--- config.mk ---
export PLATFORM = sky130hd
export DESIGN_NAME = servo_pwm_array
export DESIGN_NICKNAME = d
export VERILOG_FILES = /design/src/rtl/servo_pwm_array.sv
export SDC_FILE = /design/constraint.sdc
export NUM_CORES = 2
export LEC_CHECK = 0
export ABC_AREA = 1
export CAP_MARGIN = 10
export CELL_PAD_IN_SITES_DETAIL_PLACEMENT = 0
export CELL_PAD_IN_SITES_GLOBAL_PLACEMENT = 2
export CORE_MARGIN = 2
export CORE_UTILIZATION = 30
export DETAILED_ROUTE_END_ITERATION = 8
export GPL_TIMING_DRIVEN = 0
export PLACE_DENSITY_LB_ADDON = 0.1
export RECOVER_POWER = 50
export SLEW_MARGIN = 30
export SYNTH_ARGS = -nofsm -noshare
export SYNTH_HDL_FRONTEND = slang
export SYNTH_SLANG_ARGS = --single-unit
--- constraint.sdc ---
create_clock -name clk -period 8.2 [get_ports clk]
set_input_delay 1.64 -clock clk [delete_from_list [all_inputs] [get_ports clk]]
set_output_delay 1.64 -clock clk [all_outputs]
set_load 0.02 [all_outputs]
--- src/rtl/servo_pwm_array.sv ---
// Multi-channel hobby-servo PWM generator with an Avalon-MM register slave.
// One shared frame counter; per-channel clamped target, slew-limited active width and enable.
module servo_pwm_array #(
  parameter int NUM_CH       = 8,
  parameter int CNT_W        = 20,
  parameter int PERIOD_TICKS = 1000000,
  parameter int MIN_PW       = 50000,
  parameter int MAX_PW       = 100000,
  parameter int ADDR_W       = 5
) (
  input  logic              clk,
  input  logic              reset,
  input  logic [ADDR_W-1:0] avs_address,
  input  logic              avs_write,
  input  logic [31:0]       avs_writedata,
  input  logic              avs_read,
  output logic [31:0]       avs_readdata,
  output logic [NUM_CH-1:0] pwm_out
);

  localparam logic [CNT_W-1:0]  LAST     = CNT_W'(PERIOD_TICKS - 1);
  localparam logic [CNT_W-1:0]  MIN_V    = CNT_W'(MIN_PW);
  localparam logic [CNT_W-1:0]  MAX_V    = CNT_W'(MAX_PW);
  localparam logic [CNT_W-1:0]  CENTER   = CNT_W'((MIN_PW + MAX_PW) / 2);
  localparam logic [ADDR_W-1:0] A_CTRL   = ADDR_W'(0);
  localparam logic [ADDR_W-1:0] A_STEP   = ADDR_W'(1);
  localparam logic [ADDR_W-1:0] A_STATUS = ADDR_W'(2);
  localparam logic [ADDR_W-1:0] A_FRAMES = ADDR_W'(3);

  logic [CNT_W-1:0]  cnt;
  logic [CNT_W-1:0]  step;
  logic [31:0]       frames;
  logic [NUM_CH-1:0] ctrl;
  logic [NUM_CH-1:0] en_act;
  logic [NUM_CH-1:0] status;
  logic [NUM_CH-1:0] wr_tgt;
  logic [CNT_W-1:0]  tgt      [NUM_CH];
  logic [CNT_W-1:0]  act      [NUM_CH];
  logic [CNT_W-1:0]  act_next [NUM_CH];
  logic [CNT_W-1:0]  wd;
  logic [CNT_W-1:0]  wd_clamped;
  logic [31:0]       rd_mux;
  logic              wrap;
  logic              wr_ctrl;
  logic              wr_step;
  logic              unused_wdata;

  // Bus semantics: a write commits at the edge where avs_write is sampled (no
  // waitrequest); a read presents data on avs_readdata one cycle after avs_read
  // and the value holds until the next read. A same-cycle read sees old contents.
  assign wrap         = (cnt == LAST);
  assign wr_ctrl      = avs_write && (avs_address == A_CTRL);
  assign wr_step      = avs_write && (avs_address == A_STEP);
  assign wd           = avs_writedata[CNT_W-1:0];
  assign wd_clamped   = (wd < MIN_V) ? MIN_V : ((wd > MAX_V) ? MAX_V : wd);
  assign unused_wdata = ^avs_writedata;

  for (genvar g = 0; g < NUM_CH; g++) begin : g_ch
    logic signed [CNT_W:0] diff;
    logic signed [CNT_W:0] mag;

    assign diff = $signed({1'b0, tgt[g]}) - $signed({1'b0, act[g]});
    assign mag  = diff[CNT_W] ? -diff : diff;
    // |d| > STEP implies a full STEP never overshoots the target, so act stays in range.
    assign act_next[g] = ((step == '0) || ($unsigned(mag) <= {1'b0, step})) ? tgt[g] :
                         (diff[CNT_W] ? (act[g] - step) : (act[g] + step));
    assign status[g] = (act[g] == tgt[g]);
    assign wr_tgt[g] = avs_write && (avs_address == ADDR_W'(4 + g));
  end

  always_comb begin
    rd_mux = '0;
    case (avs_address)
      A_CTRL:   rd_mux = 32'(ctrl);
      A_STEP:   rd_mux = 32'(step);
      A_STATUS: rd_mux = 32'(status);
      A_FRAMES: rd_mux = frames;
      default: begin
        for (int i = 0; i < NUM_CH; i++) begin
          if (avs_address == ADDR_W'(4 + i)) rd_mux = 32'(tgt[i]);
        end
      end
    endcase
  end

  always_ff @(posedge clk) begin
    if (reset) begin
      cnt          <= '0;
      frames       <= '0;
      ctrl         <= '0;
      step         <= '0;
      en_act       <= '0;
      pwm_out      <= '0;
      avs_readdata <= '0;
      for (int i = 0; i < NUM_CH; i++) begin
        tgt[i] <= CENTER;
        act[i] <= CENTER;
      end
    end else begin
      cnt <= wrap ? '0 : cnt + 1'b1;
      if (wrap) begin
        frames <= frames + 32'd1;
        en_act <= ctrl;
        for (int i = 0; i < NUM_CH; i++) act[i] <= act_next[i];
      end
      for (int i = 0; i < NUM_CH; i++) pwm_out[i] <= en_act[i] && (cnt < act[i]);
      if (avs_read) avs_readdata <= rd_mux;
      if (wr_ctrl) ctrl <= avs_writedata[NUM_CH-1:0];
      if (wr_step) step <= wd;
      for (int i = 0; i < NUM_CH; i++) begin
        if (wr_tgt[i]) tgt[i] <= wd_clamped;
      end
    end
  end

endmodule

; ---- Word level (Yosys, flattened, before mapping)
; Memories as Yosys holds them, arrays and structs flattened.
; Cells that the tools add are included.
; W data, S select, Z words.
[classes]
n_addsub = 34
magnitude_cmp = 18
eq_ne = 20
n_mux = 80
bitwise_logic = 16
reduce_logical = 29
[op_table]
columns = op, n
row1 = $mux W20, 35
row2 = $mux W32, 7
row3 = $le A21 B20 Y1, 8
row4 = $mux W21, 8
row5 = $neg A21 Y21, 8
row6 = $sub A20 B20 Y21, 8
row7 = $add A20 B20 Y20, 8
row8 = $eq A20 B20 Y1, 8
row9 = $lt A20 B20 Y1, 8
row10 = $sub A20 B20 Y20, 8
row11 = $pmux W32 S4, 1
row12 = $add A32 B1 Y32 const B, 1
row13 = $mux W1, 29
row14 = $add A20 B1 Y20 const B, 1
row15 = $eq A20 B20 Y1 const B, 1
row16 = $eq A5 B3 Y1 const B, 4
row17 = $eq A5 B4 Y1 const B, 4
row18 = $gt A20 B17 Y1 const B, 1
row19 = $logic_not A20 Y1, 1
row20 = $lt A20 B16 Y1 const B, 1
row21 = $logic_and A1 B1 Y1, 18
row22 = $or A1 B1 Y1, 16
row23 = $eq A5 B2 Y1 const B, 2
row24 = $logic_or A1 B1 Y1, 8
row25 = 3 further kinds, 3
[word_totals]
regBits = 128
ram_bits = 320
in_bits = 41
word_cells = 206
mem_count = 2
[memory_table]
columns = name, words, width, read_ports, rd_clocked_by_memory_dff, wr, line
row1 = act, 8, 20, 8, 0, 8, 38  ; logic [CNT_W-1:0] act [NUM_CH];
row2 = tgt, 8, 20, 8, 0, 8, 37  ; logic [CNT_W-1:0] tgt [NUM_CH];

; ---- Depth between registers and ports, before layout
[depth]
word_depth = 10
depth_mapped = 36
depth_no_buf = 36

; ---- Least setup slack after synthesis
; No wires, ideal clock.
[synth_path]
path_type = input to register
from = input port reset
to = memory act[0][0] (enable)
setup_time_ns = 0.587
t_arrival_ns = 6.785
path_slack_ns = 0.828
path_stages = 5
path_cell_list = clkbuf_1 inv_1 clkbuf_1 nand2_1 clkbuf_1
[synth_rtl]
columns = item, line
row1 = "start, declared", 12  ; input logic reset,
row2 = "end, declared", 38

==> insert_results.sql <==
INSERT INTO impl_metrics (metric_group, metric, value, unit) VALUES
('routing', 'firstDrtPassIters', '6', ''),
('floorplanning', 'die_height', '415.5', 'um'),
('global_route', 'grt_max_degree', '35', ''),
('routing', 'detail_route.wl_per_cell', '28.15', 'um'),
('cts', 'clock_tree_from_tritoncts', 'yes', ''),
('power_and_ir_drop', 'post-layout-total-power', '11.63', 'mW'),
('synthesis', 'synth.largest_area_cell', 'sky130_fd_sc_hd__edfxtp_1', ''),
('synthesis', 'synth.avg_cell_area', '6.883', 'sq um'),
('power_and_ir_drop', 'power.leakage', '26.26', 'nW'),
('global_route', 'gr-usage-all-layers', '31.20', '%'),
('synthesis', 'count_of_flip_flops_with_a_built_in_enable_after_synthesis', '320', ''),
('synthesis', 'synth.most_common_cell', 'sky130_fd_sc_hd__nand2_1', ''),
('job', 'max_cap_viol_count', '4', ''),
('synthesis', 'syn_std_cell_area', '50790', 'sq um'),
('cts', 'total_cts_buffers', '58', ''),
('setup_path', 'critPathLaunchType', 'input port', ''),
('setup_path', 'crit_required', '8.45', 'ns'),
('global_route', 'antenna_found_initial', '42', ''),
('power_and_ir_drop', 'worst_ir_drop_vdd', '0.1901', 'mV'),
('hold_path', 'min-delay-path-class', 'flip-flop to flip-flop', ''),
('synthesis', 'proportion_of_register_bits_with_asynchronous_set_or_reset_after_synthesis', '0', '%'),
('timing', 'fin_crit_sh', '79.29', '%'),
('synthesis', 'yosys.cell_types.count', '71', ''),
('timing', 'layout_min_cycle_time', '6.502', 'ns'),
('place', 'dpl-instance-area', '56100', 'sq um'),
('timing', 'fin_hold_ws', '0.4903', 'ns'),
('cts', 'clkTransAtPathRegs', '0.06', 'ns'),
('synthesis', 'synth_top_cell_area_share', '18.92', '%'),
('synthesis', 'synth-warning-count', '0', ''),
('cts', 'post_cts.repair.setup_buffers', '0', ''),
('routing', 'drc_errors', '0', ''),
('cts', 'cts_resized', '0', ''),
('timing', 'setup-tns-final', '0', 'ns'),
('final_layout', 'design_area', '57880', 'sq um'),
('synthesis', 'postSynthCellCount', '7380', ''),
('synthesis', 'synth_seq_area_share', '23.96', '%'),
('timing', 'report.final.setup_viol', '0', ''),
('cts', 'htree_levels', '2', ''),
('routing', 'avgViaCountPerCell', '5.420', ''),
('floorplanning', 'design.core.area', '168700', 'sq um'),
('global_route', 'grt_overflow', '0', ''),
('cts', 'number_of_clock_sinks', '448', ''),
('timing', 'final.setup_skew', '0.02183', 'ns'),
('setup_path', 'cp_max_fo', '33', ''),
('floorplanning', 'die_area', '172600', 'sq um'),
('floorplanning', 'start_util', '30.11', '%'),
('routing', 'detailroute.via_count', '53492', ''),
('floorplanning', 'std_cell_rows', '151', ''),
('setup_path', 'crit_arrival', '6.75', 'ns'),
('cts', 'ctsLongestPathBuffers', '3', ''),
('final_layout', 'syn_to_final_growth', '13.94', '%'),
('timing', 'rsz_0062_raised_after_global_routing', 'false', ''),
('synthesis', 'yosys_most_used_dff', 'sky130_fd_sc_hd__edfxtp_1', ''),
('timing', 'max-slew-margin-rel', '-79.29', '%'),
('power_and_ir_drop', 'power-per-cell-area', '201.0', 'nW/um^2'),
('timing', 'hold_viol', '0', ''),
('synthesis', 'synth-seq-cells', '448', ''),
('cts', 'clock-root-buffer', 'sky130_fd_sc_hd__clkbuf_16', ''),
('timing', 'fmax', '0.1538', 'GHz'),
('timing', 'slew_violations', '115', ''),
('floorplanning', 'design.portCount', '81', ''),
('synthesis', 'synth_common_cells', 'sky130_fd_sc_hd__nand2_1 (1835), sky130_fd_sc_hd__inv_1 (867), sky130_fd_sc_hd__nor2_1 (649), sky130_fd_sc_hd__ha_1 (635), sky130_fd_sc_hd__a21oi_1 (602)', ''),
('routing', 'detail_route.wirelength', '277900', 'um'),
('cts', 'cts_hold_repair.buffers', '0', ''),
('place', 'detailedPlacementHpwl', '223600', 'um'),
('global_route', 'grt_first_pass_wirelength', '383600', 'um'),
('cts', 'insertion_delay', '0.69', 'ns'),
('place', 'routabilityCongestion', '1.002', ''),
('outcome', 'failed_checks', 'capacitance limit, slew limit', ''),
('outcome', 'run_status', 'complete, but fails checks', ''),
('routing', 'ant_nets', '0', ''),
('routing', 'violation_count_after_the_first_detailed_route_iteration', '5443', ''),
('timing', 'pin_slew_with_the_least_headroom_to_its_limit', '2.689', 'ns'),
('final_layout', 'layout-drive-gt1-share', '6.036', '%'),
('setup_path', 'timing.setup.critical_path_class', 'input port to flip-flop', ''),
('final_layout', 'finish.net_count', '8282', ''),
('synthesis', 'yosys-top-cells-area', 'sky130_fd_sc_hd__edfxtp_1 (19%), sky130_fd_sc_hd__ha_1 (16%), sky130_fd_sc_hd__nand2_1 (14%), sky130_fd_sc_hd__inv_1 (6.4%), sky130_fd_sc_hd__a21oi_1 (5.9%)', ''),
('global_route', 'first_global_vias', '50036', ''),
('setup_path', 'worstSetupEndpointType', 'flip-flop', ''),
('place', 'place.port_buffers', '67', ''),
('floorplanning', 'chipWidth', '415.5', 'um');
[sequential cells by signal, summed over array words and instances (netlist names)]
signal and flops:
step 20, pwm_out 8, en_act 8, cnt 20
avs_readdata 32, tgt 160, frames 32, act 160
ctrl 8
[final timing paths]
path	cells past startpoint	from	end	slack (ns)
setup / recovery	6	reset	act[1][78]$_SDFFCE_PP0P_	1.70
hold / removal	2	ctrl[1]$_SDFFE_PP0P_	ctrl[1]$_SDFFE_PP0P_	0.49
setup reg to reg	22	step[1]$_SDFFE_PP0P_	act[1][17]$_SDFFCE_PN0P_	1.81
hold reg to reg	2	ctrl[1]$_SDFFE_PP0P_	ctrl[1]$_SDFFE_PP0P_	0.49
[kinds of logic after synthesis]
logic type               synth area share (%)
AND/OR/NAND/NOR                         30.04
XOR/XNOR                                6.193
other                                0.007383
AO/OA/AOI/OAI                           14.98
flip-flops                              23.96
adder cells (fa/ha/maj)                 16.27
buffers and inverters                   8.543
[report_power, final]
part	internal (mW)	leakage, nW	switching [mW]
logic	2.11	21.3	3.98
registers	2.56	4.01	0.211
clock network	1.57	0.966	1.20
[worst max-delay path: stages]
cell,delay (ns)
sky130_fd_sc_hd__clkbuf_1,0.76
sky130_fd_sc_hd__inv_1,0.13
sky130_fd_sc_hd__clkbuf_1,0.46
sky130_fd_sc_hd__nand2_1,0.53
sky130_fd_sc_hd__clkbuf_1,1.16
sky130_fd_sc_hd__clkbuf_1,1.98
[placed cells by master (no fill, tap or decap), types with 20 or more instances in the layout]
cell	Yosys	layout
sky130_fd_sc_hd__clkdlybuf4s50_1	0	21
sky130_fd_sc_hd__dfxtp_1	128	110
sky130_fd_sc_hd__xor2_1	216	202
sky130_fd_sc_hd__clkbuf_1	106	102
sky130_fd_sc_hd__nor3_1	90	90
sky130_fd_sc_hd__dlygate4sd3_1	0	46
sky130_fd_sc_hd__a21oi_1	602	602
sky130_fd_sc_hd__nor4_1	38	36
sky130_fd_sc_hd__buf_12	2	26
sky130_fd_sc_hd__nand4_1	184	185
sky130_fd_sc_hd__nand2_2	46	49
sky130_fd_sc_hd__xnor2_1	120	120
sky130_fd_sc_hd__ha_1	635	635
sky130_fd_sc_hd__a21oi_2	32	32
sky130_fd_sc_hd__inv_1	867	847
sky130_fd_sc_hd__buf_6	23	23
sky130_fd_sc_hd__o21bai_1	41	41
sky130_fd_sc_hd__conb_1	1	24
sky130_fd_sc_hd__nor2_2	28	20
sky130_fd_sc_hd__edfxtp_1	320	320
sky130_fd_sc_hd__o211ai_1	27	27
sky130_fd_sc_hd__nand3_1	508	508
sky130_fd_sc_hd__nand3b_1	45	45
sky130_fd_sc_hd__o31ai_1	21	21
sky130_fd_sc_hd__nand2_1	1835	1832
sky130_fd_sc_hd__clkbuf_16	0	61
sky130_fd_sc_hd__nor2_1	649	658
sky130_fd_sc_hd__a31oi_1	27	27
sky130_fd_sc_hd__o21ai_0	472	472
[per-layer routing]
layer	global-route usage, %	up-vias	share of wire (%)
li1	-	25452	-
met1	43.06	25525	45
met2	48.61	2074	43
met3	3.699	433	6.7
met4	13.96	8	5.1
met5	0	-	0.021
[stage by stage]
| stage | worst slack, ns | std cells | util (%) |
|---|---|---|---|
| global placement | -4.421 | 9688 | 32.20 |
| finish | 1.698 | 9870 | 34.31 |
| global route | 1.673 | 9858 | 34.29 |
| CTS | 2.111 | 9856 | 34.41 |
| floorplan | 0.8281 | 7403 | - |
| detailed placement | 2.149 | 9748 | 33.25 |
[layout make-up]
type	count	area (sq um)
timing repair buffer	127	1852
clock buffer	68	1583
tap	2218	2775
sequential	448	12220
antenna	14	35.03
buffer	177	1032
multi-input combinational	5892	34640
fill	18520	110800
clock inverter	40	375.4
inverter	886	3367
Note: power is estimated with default switching activity, not from simulation.
